$ cat src/rtl/kyber_pkg.sv
// Shared Kyber arithmetic constants, datapath types and the Barrett quotient estimate.
package kyber_pkg;

  localparam int unsigned KYBER_Q   = 3329;
  localparam int unsigned KYBER_W   = 12;
  localparam int unsigned BARRETT_K = 24;
  localparam int unsigned BARRETT_M = 5039;

  typedef logic [KYBER_W-1:0]   coeff_t;
  typedef logic [2*KYBER_W-1:0] prod_t;
  typedef logic [KYBER_W:0]     quot_t;
  typedef logic [13:0]          resid_t;

  // qe = floor(p * M / 2^K); it never exceeds the true quotient, so p - qe*Q >= 0
  function automatic quot_t barrett_est(input prod_t p);
    logic [36:0] wide;
    wide = {13'd0, p} * 37'(BARRETT_M);
    return quot_t'(wide >> BARRETT_K);
  endfunction

endpackage

$ cat src/rtl/barrett_reduce.sv
// Two-stage Barrett reduction: 24-bit product in, residue mod Q out.
// Stage S2 registers the coarse residue, stage S3 registers the fully reduced value.
module barrett_reduce
  import kyber_pkg::*;
(
  input  logic   clk,
  input  logic   rst,
  input  prod_t  p_i,
  output coeff_t res_o
);

  resid_t r_d, r_q;
  coeff_t res_d, res_q;

  // Coarse residue is below 3Q, so 14 bits hold it exactly and the truncation is lossless
  always_comb begin
    r_d = resid_t'(p_i - {11'd0, barrett_est(p_i)} * prod_t'(KYBER_Q));
  end

  always_comb begin
    res_d = '0;
    if (r_q >= resid_t'(2 * KYBER_Q)) begin
      res_d = coeff_t'(r_q - resid_t'(2 * KYBER_Q));
    end else if (r_q >= resid_t'(KYBER_Q)) begin
      res_d = coeff_t'(r_q - resid_t'(KYBER_Q));
    end else begin
      res_d = coeff_t'(r_q);
    end
  end

  always_ff @(posedge clk or posedge rst) begin
    if (rst) begin
      r_q   <= '0;
      res_q <= '0;
    end else begin
      r_q   <= r_d;
      res_q <= res_d;
    end
  end

  assign res_o = res_q;

endmodule

$ cat src/rtl/mult.sv
// Pipelined modular multiplier, out = (in1 * in2) mod 3329, three-cycle latency, one result per clock.
// S1 registers the full product; barrett_reduce supplies S2 and S3.
module mult
  import kyber_pkg::*;
#(
  parameter int W = KYBER_W
) (
  output logic [W-1:0] out,
  input  logic [W-1:0] in1,
  input  logic [W-1:0] in2,
  input  logic         clk,
  input  logic         rst
);

  prod_t  p_d, p_q;
  coeff_t res;

  always_comb begin
    p_d = prod_t'(in1) * prod_t'(in2);
  end

  always_ff @(posedge clk or posedge rst) begin
    if (rst) begin
      p_q <= '0;
    end else begin
      p_q <= p_d;
    end
  end

  barrett_reduce u_barrett_reduce (
    .clk   (clk),
    .rst   (rst),
    .p_i   (p_q),
    .res_o (res)
  );

  assign out = res;

endmodule

$ cat config.mk
export PLATFORM = sky130hd
export DESIGN_NAME = mult
export DESIGN_NICKNAME = d
export VERILOG_FILES = /design/src/rtl/kyber_pkg.sv /design/src/rtl/barrett_reduce.sv /design/src/rtl/mult.sv
export SDC_FILE = /design/constraint.sdc
export NUM_CORES = 1
export LEC_CHECK = 0
export BUFFER_PORTS_ARGS = -buffer_cell sky130_fd_sc_hd__buf_2
export CELL_PAD_IN_SITES_DETAIL_PLACEMENT = 1
export CELL_PAD_IN_SITES_GLOBAL_PLACEMENT = 1
export CORE_UTILIZATION = 56
export CTS_CLUSTER_DIAMETER = 50
export DETAILED_ROUTE_END_ITERATION = 6
export GPL_TIMING_DRIVEN = 0
export HOLD_SLACK_MARGIN = 0.1
export PLACE_DENSITY_LB_ADDON = 0.25
export SYNTH_ARGS = -nofsm -noshare
export SYNTH_HDL_FRONTEND = slang
export SYNTH_HIERARCHICAL = 1
export SYNTH_SLANG_ARGS = --single-unit
$ cat constraint.sdc
create_clock -name clk -period 19.96 [get_ports clk]
set_input_delay 3.992 -clock clk [delete_from_list [all_inputs] [get_ports clk]]
set_output_delay 3.992 -clock clk [all_outputs]
set_load 0.005 [all_outputs]
==> run_results.csv <==
group,metric,value,unit
status,status,"finished, final reports clean",
global_routing,overflow,0,
clock_network,cts_root_buf,"clkbuf_16",
synthesis,synth_top_area_frac,0.3577,
synthesis,yosysSeqAreaShare,0.09514,
routing,viasPerCell,5.486,
global_routing,grt_pass1_vias,11283,
routing,drc,0,
synthesis,ys_top_cells_by_area,"fa_1 (36%), ha_1 (22%), inv_1 (9.7%)",
timing,post-route-period-util,0.4707,
timing,min_period,9.395,ns
synthesis,synth_compound_area_frac,0.07640,
worst_hold_path,hp-class,"reg2reg",
place,numPortBuffers,37,
synthesis,syn_inst,1371,
synthesis,synth-main-ff-cell,"dfrtp_1",
synthesis,syn_nets,1858,
final_layout,seq_area,1251,sq um
routing,first_pass_iters,4,
final_layout,drive_above_1_share,0.05014,
clock_network,htree_levels,2,
final_layout,layout_commonest_cell,"inv_1",
clock_network,cts_hold_repair.buffers,0,
final_layout,fin_nets,1902,
floorplanning,fp-row-count,55,
final_layout,final_cell_mix,"inv_1 (339), fa_1 (235), ha_1 (226)",
synthesis,synth_top_family_by_area,"adder cells",
timing,finalSetupViolations,0,
routing,ant_nets,0,
place,routabilityCongestion,0.8588,
routing,initialDrtViolationCount,346,
clock_network,numCtsBuffers,5,
timing,setup_tns,0,ns
floorplanning,dieHeight,155.2,um
setup_path,critPathArrivalTime,9.57,ns
synthesis,avgSynthCellArea,9.593,sq um
setup_path,cp-end-kind,"flip-flop",
synthesis,synth_fa_ha_area_frac,0.5727,
setup_path,crit_top_cell,"fa_1",
synthesis,syn_area,13150,sq um
floorplanning,io_pins,38,
synthesis,async_flop_share,1.000,
final_layout,multi_input_area,10520,sq um
synthesis,yosysTopAreaCell,"fa_1",
clock_network,cts_tree,"built",
global_routing,grt_start_max_net_pins,27,
floorplanning,dieArea,24100,sq um
job,maxCapViolCount,0,
clock_network,postCtsSetupBuffers,0,
synthesis,synth-edff-count,0,
global_routing,grt_pass1_wl,56.68,mm
setup_path,critPathRequiredTime,20.13,ns
clock_network,insertion_delay,0.31,ns
final_layout,fillers,2613,
clock_network,clk_pin_slew,0.08,ns
timing,drv_slew,0,
setup_path,slowest_stage,"dfrtp_1",
clock_network,clock-sinks,50,
synthesis,synth-seq-cells,50,
place,hpwlAfterDp,29.81,mm
timing,finalHoldViolations,0,
floorplanning,die_w,155.2,um
routing,vias,9485,
setup_path,critPathKind,"reg2reg",
synthesis,muxShareOfSynthArea,0.0007611,
final_layout,stdcell_count,1729,
timing,relSlewSlack,0.3199,
synthesis,ys_warn_count,6,
timing,whs,0.5101,ns
timing,clock.fmax,106.4,MHz
timing,fin_skew,0.007358,ns
floorplanning,start_util,0.5756,
routing,wl_per_cell,19.90,um
synthesis,synth-xor-area-share,0.04709,
setup_path,critical-path-max-stage-delay,0.56,ns
synthesis,synthSimpleGateAreaFrac,0.1028,
synthesis,yosysUniqueCellTypes,59,
timing,tightestPinTransition,1.013,ns
floorplanning,core,22850,sq um
final_layout,area_growth,5.556,%
clock_network,clk_path_buf_depth,2,
clock_network,cts-resized-gates,0,
global_routing,gr-usage-all-layers,0.3083,
global_routing,antenna_found_initial,0,
routing,wl,34.40,mm
place,dp_cells,1721,
timing,rsz0062_at_grt,"false",
final_layout,num_antenna_cells,0,
setup_path,startpoint_type,"flip-flop",
setup_path,path_max_fanout,7,
-- cell usage after synthesis (3+ instances only) --
master and n:
inv_1 339, fa_1 235, ha_1 226, nand2_1 118, and2_1 56, dfrtp_1 50, xnor2_1 49, nor2_1 44
a21oi_1 43, clkbuf_1 26, o21ai_0 25, xor2_1 19, a21o_1 16, nand3_1 12, nand2b_1 11, o21ai_1 10
a211oi_1 7, nor2b_1 7, nor3_1 7, o21a_1 7, o211ai_1 5, a21oi_2 4, nand4_1 4, a21boi_1 3
nor3_2 3, o31ai_1 3
-- state kept, by name, indices dropped and copies added (netlist names) --
signal,count
u_barrett_reduce/r_q,14
u_barrett_reduce/res_o,12
p_q,24
-- stage by stage --
| step | instance area (sq um) | util | setup WS, ns |
|---|---|---|---|
| CTS | 13880 | 0.6076 | 10.60 |
| detailed placement | 13730 | 0.6009 | 10.69 |
| global route | 13880 | 0.6076 | 10.13 |
| finish | 13880 | 0.6076 | 10.57 |
| floorplan | 13150 | - | 11.62 |
| global placement | 13730 | 0.6009 | 10.86 |
-- cell families after synthesis --
group | Yosys count
buffers and inverters | 367
xor gates and xnor gates | 69
AOI/OAI and AO/OA | 147
and+or+nand+nor | 276
muxes | 1
adders and majority gates | 461
DFF | 50
-- final cells by class --
type | count | share of cell area
repair buffers | 37 | 0.01334
multi-input cells | 954 | 0.7577
inverters | 340 | 0.09193
clock buffers | 5 | 0.009013
well taps | 313 | 0.02821
flip-flops and latches | 50 | 0.09013
plain buffers | 27 | 0.007571
clock inverters | 3 | 0.002073
-- routing by layer --
metal | vias up | GRT usage | part of all wire
met3 | 97 | 0.04123 | 0.030
li1 | 4312 | - | -
met2 | 186 | 0.5937 | 0.54
met5 | - | 0 | 0
met1 | 4890 | 0.3339 | 0.38
met4 | 0 | 0.1396 | 0.045
-- worst max-delay path: cells and delay by family, from the launching register on --
| family | cells | cell delay [ns] |
|---|---|---|
| adder cells (fa/ha/maj) | 10 | 4.41 |
| AO/OA/AOI/OAI | 12 | 2.26 |
| XOR/XNOR | 4 | 1.32 |
| flip-flops | 1 | 0.56 |
| buffers and inverters | 5 | 0.39 |
| AND/OR/NAND/NOR | 3 | 0.31 |
-- path summary, 6_finish.rpt --
check,startpoint,slack [ns],endpoint,cells past startpoint
worst max-delay path,p_q[19]$_DFF_PP0_,10.57,u_barrett_reduce/r_q[13]$_DFF_PP0_,34
worst min-delay path,u_barrett_reduce/r_q[6]$_DFF_PP0_,0.51,u_barrett_reduce/res_o[6]$_DFF_PP0_,1
worst max register to register,p_q[19]$_DFF_PP0_,10.57,u_barrett_reduce/r_q[13]$_DFF_PP0_,34
worst min register to register,u_barrett_reduce/r_q[6]$_DFF_PP0_,0.51,u_barrett_reduce/res_o[6]$_DFF_PP0_,1
max in group asynchronous,rst,15.44,p_q[20]$_DFF_PP0_,2
min in group asynchronous,rst,3.90,u_barrett_reduce/r_q[9]$_DFF_PP0_,2
Power is left out: the tool's default activity adds up to more than one toggle a clock period on the data nets, which glitch-free logic cannot reach.
